--- src/rtl/fetch_pkg.sv ---
// Shared types and default sizing for the instruction fetch unit.
package fetch_pkg;

  localparam int FETCH_W_DEF  = 4;
  localparam int PC_W_DEF     = 16;
  localparam int INST_W_DEF   = 16;
  localparam int FQ_DEPTH_DEF = 8;

  typedef enum logic [1:0] {
    IDLE,
    REQ,
    WAIT,
    SQUASH
  } state_t;

  // Bundle layout at default sizing; the top rebuilds the same field order for its own parameters.
  typedef struct packed {
    logic [FETCH_W_DEF*PC_W_DEF-1:0]   pc;
    logic [FETCH_W_DEF*INST_W_DEF-1:0] inst;
    logic [FETCH_W_DEF-1:0]            mask;
  } bundle_t;

endpackage

--- src/rtl/fetch_queue.sv ---
// Power-of-two FIFO of fetch bundles with single-cycle flush.
module fetch_queue #(
  parameter int W     = 8,
  parameter int DEPTH = 8
) (
  input  logic                     clk,
  input  logic                     rst,
  input  logic                     push,
  input  logic [W-1:0]             push_data,
  input  logic                     pop,
  input  logic                     flush,
  output logic [W-1:0]             head,
  output logic [$clog2(DEPTH):0]   count,
  output logic                     full,
  output logic                     empty
);

  localparam int AW = $clog2(DEPTH);
  localparam int PW = AW + 1;

  logic [W-1:0]  mem [DEPTH];
  logic [AW:0]   wr_ptr;
  logic [AW:0]   rd_ptr;

  always_ff @(posedge clk) begin
    if (rst || flush) begin
      wr_ptr <= '0;
      rd_ptr <= '0;
    end else begin
      if (push) wr_ptr <= wr_ptr + PW'(1);
      if (pop)  rd_ptr <= rd_ptr + PW'(1);
    end
  end

  always_ff @(posedge clk) begin
    if (push) mem[wr_ptr[AW-1:0]] <= push_data;
  end

  assign head  = mem[rd_ptr[AW-1:0]];
  assign count = wr_ptr - rd_ptr;
  assign full  = (count == PW'(DEPTH));
  assign empty = (count == '0);

endmodule

--- src/rtl/param_fetch_unit.sv ---
// Instruction fetch: issues bundle-aligned imem requests, queues responses for decode.
// Optional FETCH_BYPASS_EN forwards a response straight to decode when the queue is empty.
module param_fetch_unit
  import fetch_pkg::*;
#(
  parameter int FETCH_W  = FETCH_W_DEF,
  parameter int PC_W     = PC_W_DEF,
  parameter int INST_W   = INST_W_DEF,
  parameter int FQ_DEPTH = FQ_DEPTH_DEF
) (
  input  logic                      clk,
  input  logic                      rst,
  input  logic                      boot_pc_en,
  input  logic [PC_W-1:0]           boot_pc,
  input  logic                      rob_redirect,
  input  logic [PC_W-1:0]           rob_pc,
  input  logic                      bp_redirect,
  input  logic [PC_W-1:0]           bp_pc,
  output logic                      imem_req_valid,
  input  logic                      imem_req_ready,
  output logic [PC_W-1:0]           imem_req_addr,
  input  logic                      imem_rsp_valid,
  input  logic [FETCH_W*INST_W-1:0] imem_rsp_data,
  output logic                      dec_valid,
  input  logic                      dec_ready,
  output logic [FETCH_W*PC_W-1:0]   dec_pc,
  output logic [FETCH_W*INST_W-1:0] dec_inst,
  output logic [FETCH_W-1:0]        dec_mask
);

  localparam int CNT_W = $clog2(FQ_DEPTH) + 1;
  localparam int CW1   = CNT_W + 1;
  localparam logic [PC_W-1:0] LOW_MASK = PC_W'(FETCH_W - 1);

  typedef struct packed {
    logic [FETCH_W*PC_W-1:0]   pc;
    logic [FETCH_W*INST_W-1:0] inst;
    logic [FETCH_W-1:0]        mask;
  } lane_bundle_t;

  state_t            state, state_nxt;
  logic [PC_W-1:0]   pc, pc_nxt;
  logic              outstanding, outstanding_nxt;
  logic [PC_W-1:0]   aligned_pc;
  logic [CNT_W-1:0]  fq_count;
  logic [CNT_W:0]    occupancy;
  logic              fq_full, fq_empty;
  logic              redirect, rsp_take, bypass, push, pop, flush, req_fire;
  logic [PC_W-1:0]   redirect_pc;
  lane_bundle_t      rsp_bundle, q_head, out_bundle;

  assign aligned_pc     = pc & ~LOW_MASK;
  assign occupancy      = {1'b0, fq_count} + CW1'(outstanding);
  assign imem_req_valid = (state == REQ) && (occupancy < CW1'(FQ_DEPTH));
  assign imem_req_addr  = aligned_pc;
  assign req_fire       = imem_req_valid && imem_req_ready;

  assign redirect    = rob_redirect || bp_redirect;
  assign redirect_pc = rob_redirect ? rob_pc : bp_pc;
  assign rsp_take    = (state == WAIT) && imem_rsp_valid && !redirect;
  assign flush       = rob_redirect && (state != IDLE);

`ifdef FETCH_BYPASS_EN
  assign bypass = rsp_take && fq_empty && dec_ready;
`else
  assign bypass = 1'b0;
`endif

  assign push = rsp_take && !bypass;
  assign pop  = dec_ready && !fq_empty;

  // The pc register is untouched while a request is in flight, so it still describes that request.
  always_comb begin
    rsp_bundle      = '0;
    rsp_bundle.inst = imem_rsp_data;
    for (int i = 0; i < FETCH_W; i++) begin
      rsp_bundle.pc[i*PC_W +: PC_W] = aligned_pc + PC_W'(i);
      rsp_bundle.mask[i]            = (PC_W'(i) >= (pc & LOW_MASK));
    end
  end

  fetch_queue #(
    .W     ($bits(lane_bundle_t)),
    .DEPTH (FQ_DEPTH)
  ) u_queue (
    .clk       (clk),
    .rst       (rst),
    .push      (push),
    .push_data (rsp_bundle),
    .pop       (pop),
    .flush     (flush),
    .head      (q_head),
    .count     (fq_count),
    .full      (fq_full),
    .empty     (fq_empty)
  );

  assign dec_valid  = !fq_empty || bypass;
  assign out_bundle = bypass ? rsp_bundle : q_head;
  assign dec_pc     = dec_valid ? out_bundle.pc   : '0;
  assign dec_inst   = dec_valid ? out_bundle.inst : '0;
  assign dec_mask   = dec_valid ? out_bundle.mask : '0;

  always_comb begin
    state_nxt       = state;
    pc_nxt          = pc;
    outstanding_nxt = outstanding;
    case (state)
      IDLE: begin
        if (boot_pc_en) begin
          state_nxt = REQ;
          pc_nxt    = boot_pc;
        end
      end
      REQ: begin
        if (req_fire) begin
          state_nxt       = redirect ? SQUASH : WAIT;
          outstanding_nxt = 1'b1;
        end
        if (redirect) pc_nxt = redirect_pc;
      end
      WAIT: begin
        if (redirect) begin
          pc_nxt = redirect_pc;
          if (imem_rsp_valid) begin
            state_nxt       = REQ;
            outstanding_nxt = 1'b0;
          end else begin
            state_nxt = SQUASH;
          end
        end else if (imem_rsp_valid) begin
          state_nxt       = REQ;
          pc_nxt          = aligned_pc + PC_W'(FETCH_W);
          outstanding_nxt = 1'b0;
        end
      end
      SQUASH: begin
        if (redirect) pc_nxt = redirect_pc;
        if (imem_rsp_valid) begin
          state_nxt       = REQ;
          outstanding_nxt = 1'b0;
        end
      end
      default: state_nxt = IDLE;
    endcase
  end

  always_ff @(posedge clk) begin
    if (rst) begin
      state       <= IDLE;
      pc          <= '0;
      outstanding <= 1'b0;
    end else begin
      state       <= state_nxt;
      pc          <= pc_nxt;
      outstanding <= outstanding_nxt;
    end
  end

endmodule

--- config.mk ---
export PLATFORM = sky130hd
export DESIGN_NAME = param_fetch_unit
export DESIGN_NICKNAME = d
export VERILOG_FILES = /design/src/rtl/fetch_pkg.sv /design/src/rtl/fetch_queue.sv /design/src/rtl/param_fetch_unit.sv
export SDC_FILE = /design/constraint.sdc
export NUM_CORES = 1
export LEC_CHECK = 0
export ABC_AREA = 1
export ABC_CLOCK_PERIOD_IN_PS = 20300
export CORE_MARGIN = 10
export CORE_UTILIZATION = 55
export CTS_CLUSTER_SIZE = 40
export DETAILED_ROUTE_END_ITERATION = 8
export PLACE_DENSITY = 0.77
export SLEW_MARGIN = 15
export SYNTH_ARGS = -nofsm -noshare
export SYNTH_HDL_FRONTEND = slang
export SYNTH_SLANG_ARGS = --single-unit
--- constraint.sdc ---
create_clock -name clk -period 20.3 [get_ports clk]
set_input_delay 5.075 -clock clk [delete_from_list [all_inputs] [get_ports clk]]
set_output_delay 5.075 -clock clk [all_outputs]
set_load 0.02 [all_outputs]
### After elaboration in Yosys (flattened, before gate mapping)

Memory sizes are Yosys's and may differ from the RTL's. A register that Yosys moved wholly into a read port is not among the register bits.
Cells that the tools add are included.

| storage, ports and cells | value |
|---|---|
| memories kept | 1 |
| output and inout bits | 150 |
| memory bits (writable) | 1040 |
| input bits | 120 |
| register bits after elaboration | 27 |

Memories:

| memory | depth | bits a word | read ports | clocked after memory_dff | wr ports | RTL line | text |
|---|---|---|---|---|---|---|---|
| u_queue.mem | 8 | 130 | 1 | 1 | 1 | fetch_queue.sv:21 | `logic [W-1:0] mem [DEPTH];` |

| operators by class | value |
|---|---|
| reductions and logical operators | 19 |
| mux-type cells | 23 |
| magnitude comparators | 5 |
| equality and inequality tests | 8 |
| $add $sub $neg | 8 |

Operators by type and width:

| kind | count |
|---|---|
| $mux 64 | 2 |
| $mux 16 | 5 |
| $pmux 16 s3 | 1 |
| $add 16x2->16 const B | 2 |
| $add 16x1->16 const B | 1 |
| $add 16x3->16 const B | 1 |
| $mux 2 | 5 |
| $add 4x1->4 const B | 2 |
| $pmux 2 s4 | 1 |
| $logic_and 1x1->1 | 6 |
| $mux 3 | 2 |
| $reduce_and 3->1 | 2 |
| $add 4x1->5 | 1 |
| $lt 5x4->1 const B | 1 |
| $mux 1 | 5 |
| $eq 2x2->1 const B | 2 |
| $ge 1x2->1 const A | 2 |
| $ge 2x2->1 const A | 2 |
| $logic_not 4->1 | 1 |
| $mux 4 | 1 |
| $ne 2x1->1 const B | 2 |
| $ne 2x2->1 const B | 2 |
| $reduce_bool 2->1 | 2 |
| $reduce_or 2->1 | 2 |
| other kinds (8) | 10 |

### Depth between registers and ports, before layout

Gate-level depths: netlist of run 1.

| logic depth | value |
|---|---|
| depth after elaboration | 7 |
| mapped depth | 14 |
| gate-level depth less buffers | 14 |

### Modules after synthesis

From an unflattened synthesis of run 1, not the netlist that was laid out.

| unflattened totals | value |
|---|---|
| cell total of the unflattened synthesis | 5098 |
| area, all modules | 48928.2 sq um |

Modules (own cells, without submodules):

| module | cells an instance | area each (sq um) | instances |
|---|---|---|---|
| fetch_queue | 4520 | 46090.5 | 1 |
| param_fetch_unit | 578 | 2837.7 | 1 |

### Worst setup path before layout of run 1

No wires, ideal clock.

| path | value |
|---|---|
| path type | input -> register |
| start | in rob_redirect |
| end | mem u_queue.mem[2][0] (netlist name), enable pin |
| cell stages on the path | 6 |
| required time | 19.680 ns |
| arrival | 11.237 ns |
| library setup time | 0.620 ns |
| setup slack | 8.443 ns |
| path through | buf_6 -> nor2_4 -> inv_2 -> nor3_4 -> nand2_1 -> nor3_1 |

| between the ends | value |
|---|---|
| cells in the longest elaborated chain, start to end | 5 |

RTL lines:

| element | RTL line | text |
|---|---|---|
| start, declared | param_fetch_unit.sv:15 | `input logic rob_redirect,` |
| $logic_or 1x1->1 | param_fetch_unit.sv:58 | `assign redirect = rob_redirect \|\| bp_redirect;` |
| $logic_not 1->1 | param_fetch_unit.sv:60 | `assign rsp_take = (state == WAIT) && imem_rsp_valid && !redirect;` |
| $logic_and 1x1->1 | param_fetch_unit.sv:60 |  |
| $mux 1 | fetch_queue.sv:36 | `if (push) mem[wr_ptr[AW-1:0]] <= push_data;` |
| $mux 1 (not written as such) | fetch_queue.sv:36 |  |
| end, declared | fetch_queue.sv:21 |  |

Every way passes these cells.

==> reports/results.ini, run 1 <==
[synthesis]
yosys_warnings = 0
synth_area_sq_um = 28000
synth-edff-count = 648
synth_cell_type_count = 46
ys_top_cells_by_area = edfxtp_1 69%, nand2_1 8.8%, a21oi_1 3.3%
yosys.area.top_type = edfxtp_1
synth_ff_type = edfxtp_1
synthArstFlopShare_pct = 0
ys_seq_area_share_pct = 71.6
avgSynthCellArea_sq_um = 12.5
synthCells = 2247
netlist.area_leader.share_pct = 69.4
ys_ff_latch = 678

[sta]
slew_viol_final = 0
tns_ns = 0
period_needed_ns = 9.89
fin_skew_ns = 0.0154
fmax_mhz = 101
finalCritPeriodShare_pct = 48.7
relSlewSlack_pct = 19.8
rsz0062_at_grt = false
setup_viol = 0
worst_pin_slew_ns = 1.20
hold_viol_final = 0
final.setup.worst_slack_ns = 10.41

[finish]
final_cell_mix = 656 x nand2_1, 648 x edfxtp_1, 263 x clkdlybuf4s50_1
drive_above_1_share_pct = 6.30
final_area_sq_um = 32600
layout_commonest_cell = nand2_1
fin_cells = 3118
area_growth_pct = 16.4
finalNetCount = 2524

[die]
rows = 82
die-height_um = 246
core_sq_um = 50300
dieArea_sq_um = 60400
die_w_um = 246
ios = 270
initial_core_util_pct = 55.7

[min_path]
min_path_type = reg2reg
min_from = outstanding

[route]
avgViaCountPerCell = 5.89
vias = 18400
drt_wl_total_mm = 66.1
final_antenna_net_count = 0
wire_per_inst_um = 21.2
route.detailed.drc = 0
drtIter0Drc = 1638
dr.pass1.iters = 7

[power_and_ir_drop]
clock_power_share_pct = 23.2
p_int_w = 0.00314
powerDensity_nw_per_um2 = 155
worst_ir_drop_vdd_mv = 0.150
p_leak_nw = 11.0
p_sw_share_pct = 38.0
seqPwrFrac_pct = 32.0
power.switching_w = 0.00192
power_frac_comb_pct = 44.8

[clock_tree]
cts_root_buffer = clkbuf_16
cts_resized = 0
path_clk_slew_ns = 0.06
postCtsSetupRepairBufs = 0
insertion_delay_ns = 0.58
numCtsBuffers = 67
clk_path_buf_depth = 3
cts_hold_buf = 0
cts_tree = done
cts.sinks = 678
htreeDepth = 3

[placement]
io_buffers = 263
dp_slack_ns = 10.80
dp_hpwl_mm = 37.6
gp_congestion = 0.857
place_area_sq_um = 30500
dp_cells = 3000

[critical_path]
rrSetupSlack_ns = 16.73
start_kind = flip-flop
timing.rr.start = state[0]
required_ns = 15.23
timing.critical_path.to_type = primary output
ff2ff_path_depth = 7
crit_end = dec_inst[10]
worstPathArrival_ns = 4.82
path_max_fanout = 98
timing.rr.end = u_queue.mem[2][26]
crit_type = reg2out

[global_routing]
overflow = 0
grt_antenna_before_repair = 1
grt_first_pass_wirelength_mm = 102
grt_start_max_net_pins = 128
grt_pass1_vias = 18400
grtUsageTotal_pct = 21.3

[job]
max_cap_viol_count = 0

[outcome]
outcome = finished, final reports clean

[sequential cells by signal, indices dropped and copies added, names as in the netlist, named ones only]
register        count
state               2
u_queue.rd_ptr      4
u_queue.wr_ptr      4
pc                 16
outstanding         1
u_queue.mem       648
[Yosys cell counts (2+ instances only)]
cell and count:
buf_6 6, nand3_1 27, nand2_1 656, ha_1 6
o21ai_0 92, nand2_2 2, a32oi_1 81, o21ai_1 13
xor2_1 2, buf_4 72, inv_1 38, a41oi_1 4
a32o_1 81, dfxtp_1 30, buf_1 6, a31oi_1 3
or2_2 3, buf_2 88, o211ai_1 4, clkbuf_1 39
nor3_1 8, mux2i_1 8, nor2_1 108, a21oi_2 2
a21oi_1 187, a211oi_2 2, nor2_4 3, inv_2 6
edfxtp_1 648, o2bb2ai_1 6
[worst max-delay path, stage by stage, from the launching register on]
cell,delay [ns]
dfxtp_4,0.99
buf_4,0.96
buf_4,0.71
a21oi_1,0.13
a32o_1,0.28
nand2_1,0.06
o21ai_0,0.16
nor2_1,0.17
clkdlybuf4s50_1,0.62
[metrics by stage]
step                      hold slack [ns]  utilization [%]  total power (W)
final                               0.472             64.9          0.00506
after global routing                0.507             64.9          0.00531
after CTS                           0.475             64.9          0.00510
after detailed placement            0.466             60.7          0.00392
after global placement              0.454             60.7          0.00387
after floorplan                     0.433                -          0.00312
[cells by family after synthesis]
| logic type | after synthesis | synth area share (%) |
|---|---|---|
| xor gates and xnor gates | 2 | 0.0625 |
| adders and majority gates | 7 | 0.339 |
| muxes | 8 | 0.286 |
| DFF | 678 | 71.6 |
| and+or+nand+nor | 816 | 11.4 |
| other | 1 | 0.0134 |
| AOI/OAI and AO/OA | 478 | 11.4 |
| buffers and inverters | 257 | 4.98 |
[per-layer routing]
metal | global-route usage [%] | part of all wire (%) | up-vias | routed length, um
li1 | - | - | 8418 | -
met1 | 27.3 | 41 | 9088 | 27000
met2 | 35.8 | 49 | 732 | 32600
met3 | 4.40 | 7.5 | 112 | 4950
met4 | 7.08 | 2.3 | 0 | 1530
met5 | 0 | 0 | - | 0
[worst min-delay path by stage]
stage | cells after the start | slack (ns) | endpoint
4_1_cts | 2 | 0.48 | outstanding
6_report | 2 | 0.47 | outstanding
3_5_place_dp | 2 | 0.47 | outstanding
2_1_floorplan | 2 | 0.43 | outstanding
5_1_grt | 2 | 0.51 | outstanding
3_3_place_gp | 2 | 0.45 | outstanding
[power by group through the flow]
stage / combinational [W] / sequential (W) / clock, W
floorplan: 0.00153 / 0.00159 / 0
CTS: 0.00229 / 0.00162 / 0.00119
global placement: 0.00223 / 0.00164 / 0
detailed placement: 0.00228 / 0.00164 / 0
finish: 0.00227 / 0.00162 / 0.00118
global route: 0.00244 / 0.00162 / 0.00125
[cell type report]
| type | count | area, sq um |
|---|---|---|
| clock inverters | 34 | 239 |
| fillers | 3586 | 17700 |
| clock buffers | 83 | 1840 |
| diodes | 1 | 2.50 |
| well taps | 672 | 841 |
| multi-input cells | 1317 | 6630 |
| inverters | 46 | 181 |
| repair buffers | 287 | 2810 |
| flip-flops and latches | 678 | 20100 |
Note: power is estimated with default switching activity, not from simulation.
==> run 2: changes to the inputs <==
ABC_CLOCK_PERIOD_IN_PS = 9200   (was 20300)
clock period = 9.2 ns   (was 20.3 ns; I/O delays follow)
==> reports/results.ini, run 2 (synthesis gave the netlist of run 1 again) <==
[outcome]
outcome = finished, final reports clean

[finish]
finish.utilization_pct = 65.0
area_growth_pct = 16.5
finalNetCount = 2522
layout_commonest_cell = nand2_1
drive_above_1_share_pct = 6.29
fill_cells = 3547
final_cell_mix = 656 x nand2_1, 648 x edfxtp_1, 263 x clkdlybuf4s50_1
largest_reg_flops = 648

[die]
ios = 270
rows = 82
core_sq_um = 50300
die-height_um = 246
initial_core_util_pct = 55.7
die_w_um = 246
dieArea_sq_um = 60400

[placement]
dp_hpwl_mm = 36.6
io_buffers = 263
gp_congestion = 0.826

[power_and_ir_drop]
clock_power_share_pct = 23.4
worst_ir_drop_vdd_mv = 0.372
powerDensity_nw_per_um2 = 343
p_leak_nw = 11.0
seqPwrFrac_pct = 31.4
p_int_w = 0.00692
power_frac_comb_pct = 45.3
p_sw_share_pct = 38.2
power.switching_w = 0.00428

[clock_tree]
postCtsSetupRepairBufs = 0
cts_tree = done
cts_resized = 0
numCtsBuffers = 67
htreeDepth = 3
insertion_delay_ns = 0.61
cts_root_buffer = clkbuf_16
clk_path_buf_depth = 3
cts_hold_buf = 0
cts.sinks = 678
path_clk_slew_ns = 0.06

[sta]
rsz0062_at_grt = false
slew_viol_final = 0
fmax_mhz = 148
finalCritPeriodShare_pct = 73.4
holdWs_ns = 0.470
relSlewSlack_pct = 15.6
hold_viol_final = 0
setup_viol = 0
fin_skew_ns = 0.0173
period_needed_ns = 6.75
worst_pin_slew_ns = 1.27
tns_ns = 0

[route]
vias = 18300
wire_per_inst_um = 21.2
avgViaCountPerCell = 5.87
dr.pass1.iters = 7
route.detailed.drc = 0
drtIter0Drc = 1934
final_antenna_net_count = 0
drt_wl_total_mm = 66.0

[critical_path]
required_ns = 6.90
ff2ff_path_depth = 6
timing.critical_path.to_type = primary output
timing.rr.start = state[0]
rrSetupSlack_ns = 5.86
timing.rr.end = u_queue.mem[0][59]
start_kind = flip-flop
path_max_fanout = 171
worstPathArrival_ns = 4.45
crit_type = reg2out

[global_routing]
grtUsageMet1_pct = 27.0
grt_first_pass_wirelength_mm = 102
grt_antenna_before_repair = 1
use_met3_pct = 4.53
grt.busiest_layer = met2
grt_pass1_vias = 18300
grt_util_met2_pct = 35.9
overflow = 0
grtUsageTotal_pct = 21.3
grt_start_max_net_pins = 214

[min_path]
holdPathEnd = outstanding
min_path_type = reg2reg
min_from = outstanding
timing.hold.worst_path_depth = 2

[job]
max_cap_viol_count = 0

-- run 2: cell types whose count changed in the layout (fill, tap and decap cells not counted), moves of 2 or more --
cell       change
inv_6          +6
buf_4          -5
clkinv_2       -4
clkbuf_16      -3
buf_12         +2
-- run 2: worst max path at each step --
stage                    endpoint  depth (start not counted)  slack, ns
3_5_place_dp   u_queue.mem[0][50]                          7       2.72
6_report               dec_pc[47]                          7       2.45
4_1_cts              dec_inst[32]                          8       2.26
3_3_place_gp   u_queue.mem[0][50]                          7       2.85
2_1_floorplan   u_queue.mem[2][0]                          6       0.12
5_1_grt                dec_pc[15]                          7       2.23
-- run 2: worst max-delay path: stages, from the launching register on --
cell	delay (ns)
dfxtp_4	0.52
inv_8	0.72
buf_4	0.70
nand2_1	0.12
a32oi_1	0.21
o21ai_0	0.11
nor2_1	0.57
clkdlybuf4s50_1	0.74
-- run 2: area by class of cell --
type | instances | area [sq um] | area share (%)
Antenna cell | 1 | 2.50 | 0.00766
Clock buffer | 81 | 1770 | 5.42
Clock inverter | 40 | 329 | 1.01
Inverter | 46 | 181 | 0.556
Multi-Input combinational cell | 1317 | 6630 | 20.3
Sequential cell | 678 | 20100 | 61.5
Tap cell | 672 | 841 | 2.57
Timing Repair Buffer | 285 | 2830 | 8.66
-- run 2: per-stage QoR --
| step | total power [W] | cell area [sq um] | instances | setup WS, ns |
|---|---|---|---|---|
| after CTS | 0.0113 | 32600 | 3119 | 2.26 |
| after global placement | 0.00855 | 30500 | 2998 | 2.85 |
| final | 0.0112 | 32700 | 3120 | 2.45 |
| after global routing | 0.0118 | 32700 | 3119 | 2.23 |
| after floorplan | 0.00689 | 28000 | 2252 | 0.118 |
| after detailed placement | 0.00865 | 30500 | 2998 | 2.72 |
-- run 2: power groups by stage --
stage | clock, W | combinational (W) | sequential [W]
5_1_grt | 0.00278 | 0.00545 | 0.00352
2_1_floorplan | 0 | 0.00337 | 0.00351
3_3_place_gp | 0 | 0.00498 | 0.00358
6_report | 0.00262 | 0.00507 | 0.00352
3_5_place_dp | 0 | 0.00508 | 0.00358
4_1_cts | 0.00265 | 0.00512 | 0.00351
-- run 2: per-layer routing --
layer,vias to the layer above,wire [um]
met3,95,5100
li1,8412,-
met1,9082,27100
met5,-,13
met4,2,1190
met2,736,32600
==> run 3: changes to the inputs <==
ABC_CLOCK_PERIOD_IN_PS = 5400   (was 9200)
CORE_UTILIZATION = 52   (was 55)
PLACE_DENSITY = 0.76   (was 0.77)
clock period = 5.4 ns   (was 9.2 ns; I/O delays follow)
==> reports/results.ini, run 3 (synthesis gave the netlist of run 1 again) <==
[power_and_ir_drop]
power.switching_w = 0.00713
powerDensity_nw_per_um2 = 577
p_sw_share_pct = 37.6
seqPwrFrac_pct = 31.9
power_frac_comb_pct = 45.1
worst_ir_drop_vdd_mv = 0.482
p_int_w = 0.0118
clock_power_share_pct = 23.0
p_leak_nw = 11.1

[die]
initial_core_util_pct = 52.3
dieArea_sq_um = 63600
rows = 85
die-height_um = 252
core_sq_um = 53600
die_w_um = 252
ios = 270

[sta]
rsz0062_at_grt = false
fin_skew_ns = 0.0158
setup_viol = 0
slew_viol_final = 0
period_needed_ns = 5.06
finalCritPeriodShare_pct = 93.8
hold_viol_final = 0
fmax_mhz = 197
relSlewSlack_pct = 32.3
worst_pin_slew_ns = 1.02

[route]
drtIter0Drc = 1618
wire_per_inst_um = 20.5
avgViaCountPerCell = 5.76
vias = 18100
dr.pass1.iters = 5
final_antenna_net_count = 0
route.detailed.drc = 0
drt_wl_total_mm = 64.5

[finish]
drive_above_1_share_pct = 6.33
fin_cells = 3147
layout_commonest_cell = nand2_1
fill_cells = 3984
final_cell_mix = 656 x nand2_1, 648 x edfxtp_1, 263 x clkdlybuf4s50_1
largest_reg_flops = 648
final_area_sq_um = 32900
finalNetCount = 2531
area_growth_pct = 17.2

[global_routing]
grt_start_max_net_pins = 182
grt_first_pass_wirelength_mm = 101
grt_pass1_vias = 18200
overflow = 0
grtUsageTotal_pct = 20.0
grt_antenna_before_repair = 1

[placement]
place_area_sq_um = 30800
dp_cells = 3030
io_buffers = 263
gp_congestion = 0.882
dp_hpwl_mm = 36.8

[outcome]
outcome = finished, final reports clean

[critical_path]
start_kind = flip-flop
path_max_fanout = 181
crit_type = reg2out
rrSetupSlack_ns = 2.65
timing.critical_path.to_type = primary output
worstPathArrival_ns = 3.71
required_ns = 4.05

[clock_tree]
clk_path_buf_depth = 3
cts_root_buffer = clkbuf_16
cts_tree = done
cts.sinks = 678
numCtsBuffers = 68
insertion_delay_ns = 0.59
cts_hold_buf = 0
htreeDepth = 3
path_clk_slew_ns = 0.06
postCtsSetupRepairBufs = 0

[min_path]
min_path_type = reg2reg

[job]
max_cap_viol_count = 0

## run 3: area by class of cell
class	count	area [sq um]	share of cell area, %
repair buffers	293	3030	9.22
clock inverters	26	175	0.533
well taps	696	871	2.65
diodes	2	5.00	0.0152
inverters	46	181	0.552
multi-input cells	1317	6650	20.2
flip-flops and latches	678	20100	61.1
clock buffers	89	1870	5.70
## run 3: timing repair
action,4_1_cts,5_1_grt
hold endpoints to repair,0,0
setup endpoints to repair,0,3
gates resized for setup,0,1
## run 3: critical path: stages, from the launching register on
cell	delay [ns]
dfxtp_4	0.66
buf_16	0.52
nand2_1	0.13
a32o_1	0.28
a211oi_1	0.57
clkdlybuf4s50_1	0.74
## run 3: metal layers
metal | up-vias | share of wire [%] | track usage, %
met5 | - | 0 | 0
met4 | 0 | 2.1 | 7.13
met3 | 93 | 7.4 | 3.82
met2 | 715 | 50 | 34.1
met1 | 8880 | 40 | 25.2
li1 | 8436 | - | -
## run 3: worst paths after layout
path,start,to,cells after the start
worst max-delay path,flip-flop,dec_pc[14],5
worst min-delay path,outstanding,outstanding,2
worst max register to register,state[0],u_queue.mem[4][126],6
worst min register to register,outstanding,outstanding,2
## run 3: stage by stage
step / setup slack, ns / util, % / hold WS [ns] / power [W] / setup TNS, ns
after floorplan: -0.555 / - / 0.433 / 0.0117 / -133.49
after global placement: 1.03 / 57.5 / 0.457 / 0.0146 / 0
after detailed placement: 0.910 / 57.5 / 0.458 / 0.0148 / 0
after CTS: 0.256 / 61.3 / 0.467 / 0.0191 / 0
after global routing: 0.0465 / 61.3 / 0.498 / 0.0200 / 0
final: 0.336 / 61.3 / 0.468 / 0.0190 / 0
## run 3: power groups by stage
stage / registers, W / logic (W) / clock network (W)
2_1_floorplan: 0.00599 / 0.00574 / 0
3_3_place_gp: 0.00616 / 0.00841 / 0
3_5_place_dp: 0.00616 / 0.00861 / 0
4_1_cts: 0.00606 / 0.00866 / 0.00443
5_1_grt: 0.00608 / 0.00923 / 0.00465
6_report: 0.00606 / 0.00856 / 0.00435
